<file path="config.mk">
export PLATFORM = sky130hd
export DESIGN_NAME = operand_loader
export DESIGN_NICKNAME = d
export VERILOG_FILES = /design/src/rtl/computation_pkg.sv /design/src/rtl/operand_loader.sv
export SDC_FILE = /design/constraint.sdc
export NUM_CORES = 1
export LEC_CHECK = 0
export CAP_MARGIN = 20
export CORE_ASPECT_RATIO = 1.2
export CORE_MARGIN = 4
export CORE_UTILIZATION = 49
export CTS_CLUSTER_SIZE = 14
export DETAILED_ROUTE_END_ITERATION = 12
export GPL_TIMING_DRIVEN = 0
export PLACE_DENSITY = 0.84
export SYNTH_ARGS = -nofsm -noshare
export SYNTH_HDL_FRONTEND = slang
export SYNTH_SLANG_ARGS = --single-unit
</file>
<file path="constraint.sdc">
create_clock -name clk -period 3.85 [get_ports clk]
set_clock_uncertainty 0.05 [all_clocks]
set_input_delay 0.77 -clock clk [delete_from_list [all_inputs] [get_ports clk]]
set_output_delay 0.77 -clock clk [all_outputs]
set_load 0.02 [all_outputs]
</file>
<file path="src/rtl/computation_pkg.sv">
// Shared definitions for the operand loader and the computation stage:
// mode encodings, operand byte counts and the loader state enum.
package computation_pkg;

    localparam logic [1:0] MODE_SINGLE = 2'b01;
    localparam logic [1:0] MODE_SA3    = 2'b10;
    localparam logic [1:0] MODE_SA2    = 2'b11;

    localparam int A_BYTES = 16;
    localparam int B_BYTES = 9;

    typedef enum logic [2:0] {
        ST_IDLE   = 3'd0,
        ST_LOAD_A = 3'd1,
        ST_LOAD_B = 3'd2,
        ST_SEND   = 3'd3,
        ST_RUN    = 3'd4,
        ST_RESULT = 3'd5
    } load_state_e;

    // A header is valid when the upper six bits are clear and a mode is selected.
    function automatic logic header_valid(input logic [7:0] hdr);
        return (hdr[7:2] == 6'd0) && (hdr[1:0] != 2'b00);
    endfunction

endpackage

</file>
<file path="src/rtl/operand_loader.sv">
// Byte-stream front end for computation_module: parses a header, loads the
// 4x4 A matrix and 3x3 B kernel into stable operand registers, runs the
// send/compute handshakes and holds the 2x2 result behind ready/valid.
module operand_loader
    import computation_pkg::*;
(
    input  logic       clk,
    input  logic       rst,
    input  logic [7:0] in_data,
    input  logic       in_valid,
    output logic       in_ready,
    output logic [7:0] a11, output logic [7:0] a12, output logic [7:0] a13, output logic [7:0] a14,
    output logic [7:0] a21, output logic [7:0] a22, output logic [7:0] a23, output logic [7:0] a24,
    output logic [7:0] a31, output logic [7:0] a32, output logic [7:0] a33, output logic [7:0] a34,
    output logic [7:0] a41, output logic [7:0] a42, output logic [7:0] a43, output logic [7:0] a44,
    output logic [7:0] b11, output logic [7:0] b12, output logic [7:0] b13,
    output logic [7:0] b21, output logic [7:0] b22, output logic [7:0] b23,
    output logic [7:0] b31, output logic [7:0] b32, output logic [7:0] b33,
    output logic       active_send,
    output logic       active_single,
    output logic       active_sa3,
    output logic       active_sa2,
    input  logic       done_send,
    input  logic       done_single,
    input  logic       done_sa3,
    input  logic       done_sa2,
    input  logic [7:0] c11,
    input  logic [7:0] c12,
    input  logic [7:0] c21,
    input  logic [7:0] c22,
    output logic [7:0] r11,
    output logic [7:0] r12,
    output logic [7:0] r21,
    output logic [7:0] r22,
    output logic       res_valid,
    input  logic       res_ready,
    output logic       err,
    output logic       busy
);

    localparam logic [4:0] A_LAST = 5'(A_BYTES - 1);
    localparam logic [4:0] B_LAST = 5'(B_BYTES - 1);

    load_state_e state_q;
    logic [4:0]  cnt_q;
    logic [1:0]  mode_q;
    logic        err_q;
    logic [7:0]  r_q [4];
    logic [7:0]  a_q [A_BYTES];
    logic [7:0]  b_q [B_BYTES];

    logic               accept;
    logic               a_load;
    logic               b_load;
    logic               mode_done;
    logic [A_BYTES-1:0] a_we;
    logic [B_BYTES-1:0] b_we;

    assign in_ready = (state_q == ST_IDLE) || (state_q == ST_LOAD_A) || (state_q == ST_LOAD_B);
    assign accept   = in_valid & in_ready;
    assign a_load   = accept && (state_q == ST_LOAD_A);
    assign b_load   = accept && (state_q == ST_LOAD_B);

    // Per-slot write enables: each operand register owns one counter value.
    genvar gi;
    generate
        for (gi = 0; gi < A_BYTES; gi++) begin : g_a_we
            localparam logic [4:0] IDX = 5'(gi);
            assign a_we[gi] = a_load && (cnt_q == IDX);
        end
        for (gi = 0; gi < B_BYTES; gi++) begin : g_b_we
            localparam logic [4:0] IDX = 5'(gi);
            assign b_we[gi] = b_load && (cnt_q == IDX);
        end
    endgenerate

    // Completion from the engine chosen by the latched mode; other dones are ignored.
    always_comb begin
        mode_done = 1'b0;
        case (mode_q)
            MODE_SINGLE: mode_done = done_single;
            MODE_SA3:    mode_done = done_sa3;
            MODE_SA2:    mode_done = done_sa2;
            default:     mode_done = 1'b0;
        endcase
    end

    // Operand registers: written only while loading, otherwise held.
    always_ff @(posedge clk) begin
        if (rst) begin
            for (int i = 0; i < A_BYTES; i++) a_q[i] <= '0;
            for (int i = 0; i < B_BYTES; i++) b_q[i] <= '0;
        end else begin
            for (int i = 0; i < A_BYTES; i++) if (a_we[i]) a_q[i] <= in_data;
            for (int i = 0; i < B_BYTES; i++) if (b_we[i]) b_q[i] <= in_data;
        end
    end

    // Loader FSM with byte counter, mode latch, error pulse and result capture.
    always_ff @(posedge clk) begin
        if (rst) begin
            state_q <= ST_IDLE;
            cnt_q   <= '0;
            mode_q  <= '0;
            err_q   <= 1'b0;
            for (int i = 0; i < 4; i++) r_q[i] <= '0;
        end else begin
            err_q <= 1'b0;
            case (state_q)
                ST_IDLE: begin
                    if (accept) begin
                        if (header_valid(in_data)) begin
                            mode_q  <= in_data[1:0];
                            cnt_q   <= '0;
                            state_q <= ST_LOAD_A;
                        end else begin
                            err_q <= 1'b1;
                        end
                    end
                end
                ST_LOAD_A: begin
                    if (accept) begin
                        if (cnt_q == A_LAST) begin
                            cnt_q   <= '0;
                            state_q <= ST_LOAD_B;
                        end else begin
                            cnt_q <= cnt_q + 5'd1;
                        end
                    end
                end
                ST_LOAD_B: begin
                    if (accept) begin
                        if (cnt_q == B_LAST) begin
                            cnt_q   <= '0;
                            state_q <= ST_SEND;
                        end else begin
                            cnt_q <= cnt_q + 5'd1;
                        end
                    end
                end
                ST_SEND: begin
                    if (done_send) state_q <= ST_RUN;
                end
                ST_RUN: begin
                    if (mode_done) begin
                        r_q[0]  <= c11;
                        r_q[1]  <= c12;
                        r_q[2]  <= c21;
                        r_q[3]  <= c22;
                        state_q <= ST_RESULT;
                    end
                end
                ST_RESULT: begin
                    if (res_ready) state_q <= ST_IDLE;
                end
                default: state_q <= ST_IDLE;
            endcase
        end
    end

    // Control outputs decoded purely from registered state.
    assign active_send   = (state_q == ST_SEND);
    assign active_single = (state_q == ST_RUN) && (mode_q == MODE_SINGLE);
    assign active_sa3    = (state_q == ST_RUN) && (mode_q == MODE_SA3);
    assign active_sa2    = (state_q == ST_RUN) && (mode_q == MODE_SA2);
    assign res_valid     = (state_q == ST_RESULT);
    assign busy          = (state_q != ST_IDLE);
    assign err           = err_q;

    assign r11 = r_q[0];
    assign r12 = r_q[1];
    assign r21 = r_q[2];
    assign r22 = r_q[3];

    assign a11 = a_q[0];  assign a12 = a_q[1];  assign a13 = a_q[2];  assign a14 = a_q[3];
    assign a21 = a_q[4];  assign a22 = a_q[5];  assign a23 = a_q[6];  assign a24 = a_q[7];
    assign a31 = a_q[8];  assign a32 = a_q[9];  assign a33 = a_q[10]; assign a34 = a_q[11];
    assign a41 = a_q[12]; assign a42 = a_q[13]; assign a43 = a_q[14]; assign a44 = a_q[15];

    assign b11 = b_q[0]; assign b12 = b_q[1]; assign b13 = b_q[2];
    assign b21 = b_q[3]; assign b22 = b_q[4]; assign b23 = b_q[5];
    assign b31 = b_q[6]; assign b32 = b_q[7]; assign b33 = b_q[8];

endmodule
</file>
==> impl_metrics.py <==
metrics = {
    "clock_tree": {
        "clk_latency_ns": 0.52,
        "cts_sinks": 243,
        "cts_hold_buffers": 0,
        "max-clock-path-buffers": 3,
        "htreeDepth": 1,
        "post_cts_buffers": 0,
        "cts_tree": "done",
        "cts-root-buf": "clkbuf_16",
        "ctsResizeCount": 0,
        "clkTransAtPathRegs_ns": 0.06,
        "cts_buffers": 24,
    },
    "die": {
        "initial_core_util": 0.5008,
        "die_w_um": 130.3,
        "dieArea_mm2": 0.02018,
        "core.rowCount": 53,
        "die_y_um": 154.8,
        "ios": 288,
        "core_mm2": 0.01757,
    },
    "worst_setup_path": {
        "reg2reg_slack_ns": 0.99,
        "reg2reg_to": "state_q[0]",
        "crit_chain": "clkdlybuf4s50_1 -> or3b_2 -> nor3b_1 -> buf_2 -> nand2_1 -> o21ai_0 -> buf_4",
        "worstRegToRegCells": 10,
        "cpPeakStageDelay_ns": 0.68,
        "crit_arrival_ns": 3.57,
        "required_ns": 4.03,
        "path_class": "input port to flop",
        "rr_startpoint": "cnt_q[0]",
        "crit_path_start_kind": "input port",
        "path_max_fanout": 10,
        "end_kind": "flop",
        "slowest_stage": "o21ai_0",
    },
    "routing": {
        "vias": 5824,
        "wl_um": 23860,
        "viasPerCell": 5.247,
        "drc": 0,
        "first_pass_iters": 5,
        "ant_nets": 0,
        "drtIter0Drc": 348,
        "drt-wirelength-per-cell_um": 21.50,
    },
    "global_routing": {
        "grt_pass1_vias": 5811,
        "antenna_found_initial": 0,
        "grt_first_pass_wirelength_um": 34930,
        "grt_max_degree": 18,
        "grt_overflow": 0,
        "grt_usage": 0.2307,
    },
    "yosys": {
        "yosys-top-cells-count": "232 x edfxtp_1, 92 x nor2_1, 49 x nand2_1",
        "synth.cell_area_mm2": 0.008801,
        "yosys.cell_types.count": 41,
        "synthTopCellsByArea": "edfxtp_1 79%, nor2_1 3.9%, and2_1 2.9%, dfxtp_1 2.5%, nand2_1 2.1%",
        "synth_nets": 606,
        "yosys_warnings": 0,
        "synth_top_area_share": 0.7916,
        "yosys.area.top_type": "edfxtp_1",
        "synth_seq_cells": 243,
        "yosysSeqAreaShare": 0.8166,
        "post-synth-top-count-cell": "edfxtp_1",
        "synth_cells": 552,
        "postSynthAreaPerCell_um2": 15.94,
        "synthArstFlopShare": 0,
        "yosys_most_used_dff": "edfxtp_1",
        "synth_edf_count": 232,
    },
    "worst_hold_path": {
        "min_to": "cnt_q[4]",
        "holdPathStages": 2,
        "min_from": "cnt_q[4]",
        "hold_path.class": "flop to flop",
    },
    "final_layout": {
        "multiInputGateArea_mm2": 0.001429,
        "seqCellArea_mm2": 0.007187,
        "antenna_cells": 0,
        "finalNetCount": 926,
        "fin_util": 0.7288,
        "layout-drive-gt1-share": 0.05730,
        "areaGrowthSynthToFinish_pct": 45.52,
        "n_fill_cell": 1099,
    },
    "sta": {
        "holdWs_ns": 0.4984,
        "setup_viol": 0,
        "max_freq_ghz": 0.2949,
        "fin_crit_ns": 3.391,
        "drv_slew": 0,
        "fin_crit_sh": 0.8808,
        "timing.final.ws_setup_ns": 0.4587,
        "tightest_slew_ns": 0.8228,
        "rsz0062_at_grt": "false",
        "maxSlewHeadroom": 0.4457,
        "finalHoldViolCount": 0,
    },
    "run_status": {
        "status": "completed",
    },
    "power": {
        "vdd_ir_drop_max_uv": 402.5,
        "leakage_nw": 4.652,
        "power.density_mw_per_mm2": 464.9,
    },
    "place": {
        "routabilityCongestion": 0.8825,
        "portBuffers": 287,
        "pre_cts_ws_ns": -0.08314,
        "place_hpwl_um": 17380,
    },
    "run": {
        "maxCapViolations": 0,
    },
}
==> stage by stage <==
| step | power (mW) | cell area (um^2) | cells | setup TNS, ns |
|---|---|---|---|---|
| 2_1_floorplan | 3.301 | 8801 | 552 | 0 |
| 3_3_place_gp | 3.609 | 11950 | 1059 | -16.00 |
| 3_5_place_dp | 3.627 | 12000 | 1066 | -0.9890 |
| 4_1_cts | 5.985 | 12810 | 1110 | 0 |
| 5_1_grt | 6.124 | 12810 | 1110 | 0 |
| 6_report | 5.954 | 12810 | 1110 | 0 |
==> worst max-delay path: cells and delay by family <==
family,cells,cell delay [ns]
AO/OA/AOI/OAI,1,0.68
AND/OR/NAND/NOR,3,0.91
buffers and inverters,3,1.21
==> worst max path at each step <==
stage | cells after the start | start | endpoint | slack, ns
after global routing | 6 | rst | r_q[3][7] | 0.31
final | 7 | in_valid | a_q[1][18] | 0.46
after detailed placement | 7 | in_valid | a_q[1][25] | -0.08
after CTS | 7 | in_valid | a_q[1][28] | 0.45
after global placement | 6 | in_valid | a_q[1][17] | -0.32
after floorplan | 5 | in_valid | a_q[1][16] | 1.05
==> sequential cells by signal, indices dropped and copies added (netlist names) <==
name     flops
mode_q       2
err          1
cnt_q        5
r_q         32
state_q      3
a_q        128
b_q         72
==> layout make-up <==
| cell class | instances | share of cell area |
|---|---|---|
| buffer | 27 | 0.01006 |
| clock buffer | 28 | 0.04807 |
| tap | 220 | 0.02149 |
| multi-input combinational | 267 | 0.1116 |
| clock inverter | 16 | 0.01465 |
| sequential | 243 | 0.5612 |
| inverter | 15 | 0.004396 |
| timing repair buffer | 294 | 0.2286 |
==> routing by layer <==
| metal | GRT usage | up-vias | share of wire | wire (um) |
|---|---|---|---|---|
| met2 | 0.4125 | 298 | 0.53 | 12630 |
| met5 | 0 | - | 0 | 0 |
| li1 | - | 2624 | - | - |
| met3 | 0.04870 | 55 | 0.085 | 2036 |
| met4 | 0.08770 | 0 | 0.035 | 830 |
| met1 | 0.2700 | 2847 | 0.35 | 8358 |
==> cell families after synthesis <==
family / count (synthesis) / share of synthesized area
buffers and inverters: 42 / 0.02104
muxes: 5 / 0.005687
adders and majority gates: 6 / 0.008530
and+or+nand+nor: 227 / 0.1251
DFF: 243 / 0.8166
AOI/OAI and AO/OA: 29 / 0.02303
==> layout by cell type (no fill, tap or decap), types with 6 or more instances in the layout <==
cell | Yosys | layout
edfxtp_1 | 232 | 232
a21oi_1 | 8 | 8
clkbuf_16 | 0 | 24
o21ai_0 | 11 | 11
nor2_1 | 92 | 92
nand2_1 | 49 | 49
ha_1 | 6 | 6
clkdlybuf4s50_1 | 0 | 287
nor3b_1 | 6 | 6
clkinv_1 | 0 | 8
nand3_1 | 11 | 11
clkbuf_1 | 22 | 26
dfxtp_1 | 11 | 11
and2_1 | 41 | 41
inv_1 | 15 | 15
==> where the power goes <==
group          internal [mW]  switching [mW]
registers               3.00          0.0326
logic                  0.233           0.304
clock network           1.42           0.969
total                   4.65            1.30
Power figures use the tool's default switching activity.
